<file path="config.mk">
export PLATFORM = sky130hd
export DESIGN_NAME = load_store_unit
export DESIGN_NICKNAME = d
export VERILOG_FILES = /design/src/rtl/lsu_pkg.sv /design/src/rtl/lsu_align.sv /design/src/rtl/load_store_unit.sv
export SDC_FILE = /design/constraint.sdc
export NUM_CORES = 1
export LEC_CHECK = 0
export CAP_MARGIN = 25
export CORE_MARGIN = 3
export CORE_UTILIZATION = 47
export DETAILED_ROUTE_END_ITERATION = 7
export PLACE_DENSITY = 0.86
export SLEW_MARGIN = 20
export SYNTH_ARGS = -nofsm -noshare
export SYNTH_HDL_FRONTEND = slang
export SYNTH_SLANG_ARGS = --single-unit
</file>
<file path="constraint.sdc">
create_clock -name clk -period 3.5 [get_ports clk]
set_clock_uncertainty 0.2 [all_clocks]
set_input_delay 0.7 -clock clk [delete_from_list [all_inputs] [get_ports clk]]
set_output_delay 0.7 -clock clk [all_outputs]
set_load 0.02 [all_outputs]
</file>
<file path="src/rtl/lsu_pkg.sv">
// Shared types and RV32I size/sign encodings for the load/store unit.
package lsu_pkg;

  typedef enum logic [1:0] {IDLE, REQ, RESP} lsu_state_t;

  localparam logic [2:0] F3_B  = 3'b000;
  localparam logic [2:0] F3_H  = 3'b001;
  localparam logic [2:0] F3_W  = 3'b010;
  localparam logic [2:0] F3_BU = 3'b100;
  localparam logic [2:0] F3_HU = 3'b101;

endpackage

</file>
<file path="src/rtl/lsu_align.sv">
// Byte-lane steering for stores, extension for loads, and legality check of
// the incoming op. Purely combinational.
module lsu_align
  import lsu_pkg::*;
#(
  parameter int WIDTH = 32,
  parameter int BE_W  = WIDTH / 8
) (
  input  logic             is_store,
  input  logic [2:0]       st_funct3,
  input  logic [1:0]       st_off,
  input  logic [WIDTH-1:0] wdata,
  output logic [WIDTH-1:0] lane_data,
  output logic [BE_W-1:0]  lane_be,
  output logic             illegal,
  input  logic [2:0]       ld_funct3,
  input  logic [1:0]       ld_off,
  input  logic [WIDTH-1:0] rdata,
  output logic [WIDTH-1:0] ld_data
);

  logic [7:0]  byte_sel;
  logic [15:0] half_sel;

  always_comb begin
    lane_data = wdata;
    lane_be   = '0;
    illegal   = 1'b0;
    case (st_funct3)
      F3_B: begin
        lane_data = {4{wdata[7:0]}};
        lane_be   = 4'b0001 << st_off;
      end
      F3_H: begin
        lane_data = {2{wdata[15:0]}};
        lane_be   = 4'b0011 << st_off;
        illegal   = st_off[0];
      end
      F3_W: begin
        lane_be = 4'b1111;
        illegal = (st_off != 2'b00);
      end
      // Unsigned variants only make sense for loads.
      F3_BU:   illegal = is_store;
      F3_HU:   illegal = is_store | st_off[0];
      default: illegal = 1'b1;
    endcase
    if (!is_store) lane_be = '0;
  end

  always_comb begin
    byte_sel = rdata[{ld_off, 3'b000} +: 8];
    half_sel = ld_off[1] ? rdata[31:16] : rdata[15:0];
    case (ld_funct3)
      F3_B:    ld_data = {{24{byte_sel[7]}}, byte_sel};
      F3_BU:   ld_data = {24'b0, byte_sel};
      F3_H:    ld_data = {{16{half_sel[15]}}, half_sel};
      F3_HU:   ld_data = {16'b0, half_sel};
      default: ld_data = rdata;
    endcase
  end

endmodule

</file>
<file path="src/rtl/load_store_unit.sv">
// Memory stage: one load or store at a time over a req/ready data port,
// stalling the core while the access is outstanding.
module load_store_unit
  import lsu_pkg::*;
#(
  parameter int WIDTH = 32,
  parameter int BE_W  = WIDTH / 8
) (
  input  logic             clk,
  input  logic             rst,
  input  logic             ex_valid,
  input  logic             ex_load,
  input  logic             ex_store,
  input  logic [2:0]       ex_funct3,
  input  logic [WIDTH-1:0] ex_addr,
  input  logic [WIDTH-1:0] ex_wdata,
  output logic             mem_req,
  output logic             mem_we,
  output logic [WIDTH-1:0] mem_addr,
  output logic [WIDTH-1:0] mem_wdata,
  output logic [BE_W-1:0]  mem_be,
  input  logic             mem_ready,
  input  logic [WIDTH-1:0] mem_rdata,
  output logic             busy,
  output logic             wb_valid,
  output logic [WIDTH-1:0] wb_data,
  output logic             fault
);

  lsu_state_t       state_q, state_d;
  logic             mem_we_q, mem_we_d;
  logic [WIDTH-1:0] mem_addr_q, mem_addr_d;
  logic [WIDTH-1:0] mem_wdata_q, mem_wdata_d;
  logic [BE_W-1:0]  mem_be_q, mem_be_d;
  logic [2:0]       ld_funct3_q, ld_funct3_d;
  logic [1:0]       ld_off_q, ld_off_d;
  logic [WIDTH-1:0] wb_data_q, wb_data_d;
  logic             fault_q, fault_d;

  logic [WIDTH-1:0] lane_data, ld_data;
  logic [BE_W-1:0]  lane_be;
  logic             illegal;

  lsu_align #(.WIDTH(WIDTH), .BE_W(BE_W)) u_align (
    .is_store  (ex_store),
    .st_funct3 (ex_funct3),
    .st_off    (ex_addr[1:0]),
    .wdata     (ex_wdata),
    .lane_data (lane_data),
    .lane_be   (lane_be),
    .illegal   (illegal),
    .ld_funct3 (ld_funct3_q),
    .ld_off    (ld_off_q),
    .rdata     (mem_rdata),
    .ld_data   (ld_data)
  );

  always_comb begin
    state_d     = state_q;
    mem_we_d    = mem_we_q;
    mem_addr_d  = mem_addr_q;
    mem_wdata_d = mem_wdata_q;
    mem_be_d    = mem_be_q;
    ld_funct3_d = ld_funct3_q;
    ld_off_d    = ld_off_q;
    wb_data_d   = wb_data_q;
    fault_d     = 1'b0;
    case (state_q)
      IDLE: begin
        if (ex_valid && (ex_load || ex_store)) begin
          if (illegal || (ex_load && ex_store)) begin
            fault_d = 1'b1;
          end else begin
            state_d     = REQ;
            mem_we_d    = ex_store;
            mem_addr_d  = {ex_addr[WIDTH-1:2], 2'b00};
            mem_wdata_d = lane_data;
            mem_be_d    = lane_be;
            ld_funct3_d = ex_funct3;
            ld_off_d    = ex_addr[1:0];
          end
        end
      end
      REQ: begin
        if (mem_ready) begin
          if (mem_we_q) begin
            state_d = IDLE;
          end else begin
            wb_data_d = ld_data;
            state_d   = RESP;
          end
        end
      end
      RESP:    state_d = IDLE;
      default: state_d = IDLE;
    endcase
  end

  always_ff @(posedge clk) begin
    if (rst) begin
      state_q     <= IDLE;
      mem_we_q    <= 1'b0;
      mem_addr_q  <= '0;
      mem_wdata_q <= '0;
      mem_be_q    <= '0;
      ld_funct3_q <= '0;
      ld_off_q    <= '0;
      wb_data_q   <= '0;
      fault_q     <= 1'b0;
    end else begin
      state_q     <= state_d;
      mem_we_q    <= mem_we_d;
      mem_addr_q  <= mem_addr_d;
      mem_wdata_q <= mem_wdata_d;
      mem_be_q    <= mem_be_d;
      ld_funct3_q <= ld_funct3_d;
      ld_off_q    <= ld_off_d;
      wb_data_q   <= wb_data_d;
      fault_q     <= fault_d;
    end
  end

  assign mem_req   = (state_q == REQ);
  assign busy      = (state_q != IDLE);
  assign wb_valid  = (state_q == RESP);
  assign mem_we    = mem_we_q;
  assign mem_addr  = mem_addr_q;
  assign mem_wdata = mem_wdata_q;
  assign mem_be    = mem_be_q;
  assign wb_data   = wb_data_q;
  assign fault     = fault_q;

endmodule

</file>
Word-level counts from Yosys, hierarchy flattened. Cells that the tools add are included. Widths: inputs -> output; s select.

Equality and inequality tests: 12. Shift operators: 3. Multiplexer cells: 12. Bitwise operators: 5. Reductions and logical operators: 13.

Operators by type and width (count): $pmux 32 s4 (1); $pmux 32 s2 (1); $shiftx 32x6->8 (1); $mux 16 (1); $eq 3x3->1 const B (4); $pmux 4 s3 (1); $reduce_and 3->1 (3); $mux 2 (4); $eq 3x1->1 const B (2); $logic_not 3->1 (2); $pmux 1 s5 (1); $mux 4 (1); $ne 2x2->1 const B (2); $not 1->1 (4); $pmux 2 s2 (1); $reduce_bool 2->1 (2); $shl 1x2->4 const A (1); $shl 2x2->4 const A (1); $eq 3x2->1 const B (1); $reduce_or 3->1 (1); $eq 2x1->1 const B (1); $eq 2x2->1 const B (1); $logic_and 1x1->1 (2); $logic_not 2->1 (1); 4 further kinds (5).

Register bits: 107. Input port bits: 105. Output and inout bits: 105. Word-level logic and storage cells: 54.

Logic depth before layout (Yosys ltp).
Depth after elaboration: 6. Depth in mapped cells: 7. Depth with buffers taken out: 4.

By module. A second synthesis with hierarchy kept.

Cells, all modules: 662. Area total of the unflattened synthesis: 5849.4 sq um.

Modules (own cells, without submodules): load_store_unit (instances 1, cells an instance 472, area an instance 4550.6 sq um, seq. area each 2142.1 sq um); lsu_align (instances 1, cells an instance 190, area an instance 1298.7 sq um, seq. area each 0.0 sq um).

Worst setup path after synthesis. OpenSTA, ideal clock, no wires.

Path kind: input port to flip-flop. Start point: input port ex_funct3[0]. End point: register mem_wdata_q[22], in the netlist mem_wdata[22]. Setup time: 133 ps. Data arrival time: 2041 ps. Data required time: 3167 ps. Slack: 1126 ps. Stages: 7. Path buffers: 3. Path through: buf_6 o32a_4 o22a_1 buf_6 nor3_4 buf_6 a311oi_1.

Cells in the longest elaborated chain, start to end: 5. Elaborated cells on any way between the ends: 10. Those cells by class: eq/ne: 4; mux: 2; bitwise: 1; reduce/logical: 3.

RTL lines: start, declared (RTL line load_store_unit.sv:14) `input logic [2:0] ex_funct3,`; $eq 3x3->1, or another cell as far along (RTL line lsu_align.sv:29) `case (st_funct3)`; $pmux 1 s5 (RTL line lsu_align.sv:29); $logic_or 1x1->1 (RTL line load_store_unit.sv:71) `if (illegal || (ex_load && ex_store)) begin`; $not 1->1 (no source line); $reduce_and 3->1 (no source line); end signal, assigned (RTL line load_store_unit.sv:114) `mem_wdata_q <= mem_wdata_d;`; end, declared (RTL line load_store_unit.sv:33) `logic [WIDTH-1:0] mem_wdata_q, mem_wdata_d;`.

Parallel ways exist; a longest one is shown, timed or not. A chain may end at the register's enable or synchronous reset.

Worst setup path after layout.
Start point: input port ex_funct3[2]. End point: register mem_wdata_q[18], in the netlist mem_wdata[18].

The elaborated chain is that of the path after synthesis.

==> results by stage <==
CTS:
- Counting the buffers created by CTS gives 9.
- The post-cts hold buffer count is 0.
- The clock latency of the later-clocked register in the worst-skew pair is 0.34 ns.
- The post-CTS setup-driven buffer insertion count is 0.
- The root buffer selected by CTS is clkbuf_16.
- The depth of the CTS H-tree is 3.
- The count of clock tree sinks is 107.
- The post-CTS clock slew at the launch and capture registers of the worst setup and hold paths is 0.07 ns.
- The maximum buffer depth of the clock tree is 2.
- The count of cells resized by post-cts repair is 0.
- The CTS tree is built.

Global routing:
- For this run the aggregate overflow at the end of global routing stands at 0.
- The number of antenna violations at the first check in global routing is 0.
- The met2 global-route usage is 46.6%.
- Global routing consumed, over all layers together, 27.5% of the routing resources.
- The wire length of the first global-routing pass is 28,500 microns.
- After global routing, the most crowded layer is met2.
- Entering global routing, the biggest net connects 117 pins.
- For this run, global-route usage on met3 was measured as 4.80%.
- The met1 track demand over resource is 34.3%.
- The number of global-route vias before repair is 5,622.

Placed design:
- The placer congestion estimate is 0.897.
- Timing analysis after detailed placement gives a worst setup slack of 0.281 ns.
- The total of buffers placed on input and output ports is 207.
- Summed over all nets, the half-perimeter wirelength after detailed placement is 12,800 microns.
- In this run, placement finished with an instance count of 909.

Routing:
- After detailed routing, the number of remaining DRC violations is 0.
- The routed design has 18,100 microns of wire.
- The total via count in the routed design is 5,702.
- The number of antenna-violating nets in the routed design is 0.
- The detail-routed via count per cell is 6.17.
- The first TritonRoute pass finished after 5 iterations.
- The first routing iteration left 533 violations.
- The per-cell routed wire length is 19.6 microns.

Logic synthesis:
- Sequential elements use 40.5% of the synthesized area.
- Synthesis inferred 107 register bits.
- The top flip-flop cell by instance count after synthesis is dfxtp_1.
- The synthesized design contains 0 enable-type register cells.
- The cell area that synthesis handed to floorplanning was 5290 sq um.
- The count of yosys warnings during synthesis is 0.
- In this run, distinct cell masters in the synthesized netlist total 52.
- In the synthesized netlist, the number of instances is 616.
- The average size of a mapped cell is 8.58 sq um.
- The async set or reset register ratio after synthesis is 0%.

Timing:
- The worst pin sits at a relative slew slack of 39.0%.
- Setup repair after global routing left no endpoint under its margin.
- The final count of negative-setup-slack endpoints is 0.
- The clock period could shrink to 2.94 ns.
- The final hold violation count was 0.
- The worst path meets setup with 0.565 ns of slack.
- The actual slew at the worst max-slew pin is 0.914 ns.
- The worst path uses 83.9% of the clock period.
- The post-route setup TNS is 0 ns.
- Based on the critical path, the design can be clocked at up to 341 MHz.
- The total count of max-transition violations in the final report is 0.

Power and ir drop:
- The worst-case IR drop observed on VDD is 0.000300 V.
- In this run the static leakage power is 2.62 nW.
- In this run the power density over the cells is 393 nW/um^2.

Worst setup path:
- Data on the critical path is required at its endpoint by 3.47 ns.
- The category of the critical setup timing path is in2reg.
- The startpoint type of the worst setup path is a primary input.
- The endpoint arrival time on the critical path is 2.91 ns.
- The slowest stage of the critical path is the nor3_4 cell.
- The kind of end point of the critical path is a flop.
- The gate family responsible for the most delay along the worst path is compound AO/OA/AOI/OAI gates.
- The number of buffers and inverters on the critical path is 1.
- The critical path goes through clkdlybuf4s50_1, o32a_4, o22a_2, nor3_4, a311oi_1.
- The maximum cell stage delay along the critical path is 0.65 ns.
- The maximum fanout along the worst path is 18.

Floorplanning:
- The die covers 12,600 sq um.
- The core box area is 10,900 sq um.
- The initial cell density of the core is 48.3%.
- The floorplan step set the die height to 112 microns.
- Row generation in the floorplan step produced 38 rows.
- The floorplan step set the die width to 112 microns.
- In this run the count of I/O pins placed on the die edge is 210.

Final layout:
- The total of fill cells in the finished design is 856.
- 0 antenna diodes ended up in the layout.
- The finished layout holds 924 standard cells, fillers aside.
- The area growth from synthesis to final layout is 45.6%.
- In the final layout, the multi-input gates occupy 2820 sq um.
- The area taken by flip-flops and latches is 2140 sq um.
- The final layout contains 885 nets.
- The share of cells above drive strength 1 is 7.78%.
- At the end of the flow the core is filled with cells to 70.4%.

Min path:
- The class of the tightest hold or removal check is reg2reg.

Run:
- The number of max-cap violations is 0.

Run status:
- The flow ran to the end, and the final reports show no timing, DRC or antenna violations.
-- placed cells by master, fill, tap and decap left out, types with 9 or more instances in the layout --
cell type	netlist	layout
a21oi_1	52	52
o31ai_1	44	44
nor2_1	37	37
o21ai_0	24	24
nand4_1	44	44
clkbuf_16	0	9
dfxtp_1	107	107
nand2_1	50	50
a311oi_1	10	10
a211oi_1	25	25
mux2i_1	31	31
a31oi_1	18	18
clkdlybuf4s50_1	0	206
a211o_1	9	9
nand2b_1	15	15
buf_4	2	21
nor3_1	11	11
-- logic make-up after synthesis --
kind of cell | after synthesis | synth area share (%)
compound gates | 212 | 27.9
simple gates | 178 | 17.3
flops | 107 | 40.5
buf+inv | 80 | 6.60
mux | 38 | 7.58
other cells | 1 | 0.0710
-- worst min-delay path, stage by stage, from the launching register on --
cell and delay (ns):
dfxtp_1 0.31, o31ai_1 0.06, a21oi_1 0.06
-- through the flow --
step	hold WS [ns]	total power [mW]	area, sq um
2_1_floorplan	0.248	1.65	5290
3_3_place_gp	0.253	1.94	7380
3_5_place_dp	0.255	1.96	7380
4_1_cts	0.268	3.03	7690
5_1_grt	0.298	3.11	7700
6_report	0.270	3.03	7700
-- layout make-up --
cell class | count | share of cell area (%)
clock buffers | 9 | 2.93
repair buffers | 228 | 29.0
clock inverters | 6 | 1.15
inverters | 4 | 0.195
multi-input cells | 430 | 36.6
flip-flops and latches | 107 | 27.8
well taps | 140 | 2.28
-- report_power, final --
part / switching [mW] / internal, mW / total, mW
logic: 0.346 / 0.294 / 0.640
clock network: 0.455 / 0.625 / 1.08
registers: 0.0389 / 1.27 / 1.31
total: 0.840 / 2.19 / 3.03
-- layer usage --
metal,wire [microns],share of wire (%)
met5,0,0
met4,689,3.8
met3,1260,7.0
met2,8830,49
met1,7300,40
-- cell usage after synthesis (6+ instances only) --
cell type / instances / area, sq um
dfxtp_1: 107 / 2140
clkbuf_1: 54 / 203
a21oi_1: 52 / 260
nand2_1: 50 / 188
nand4_1: 44 / 275
o31ai_1: 44 / 330
nor2_1: 37 / 139
mux2i_1: 31 / 310
a211oi_1: 25 / 188
o21ai_0: 24 / 120
a31oi_1: 18 / 113
buf_2: 15 / 75.1
nand2b_1: 15 / 93.8
nor3_1: 11 / 55.1
a311oi_1: 10 / 87.6
a211o_1: 9 / 78.8
a221oi_1: 7 / 61.3
nor2b_1: 7 / 43.8
mux2_2: 6 / 67.6
-- flip-flops by register name, summed over array words and instances (netlist names) --
signal and cells:
wb_data 32, mem_wdata 32, state_q 2, mem_be 4, fault 1, ld_funct3_q 3
mem_we 1, mem_addr 30, ld_off_q 2
-- path summary, 6_finish.rpt --
kind | startpoint | endpoint | slack, ns | cells after the start
setup / recovery | ex_funct3[2] | mem_wdata[18] | 0.56 | 5
hold / removal | mem_addr[14] | mem_addr[14] | 0.27 | 2
setup reg to reg | ld_off_q[1] | wb_data[4] | 0.85 | 4
hold reg to reg | mem_addr[14] | mem_addr[14] | 0.27 | 2
(Power assumes the default switching activity.)
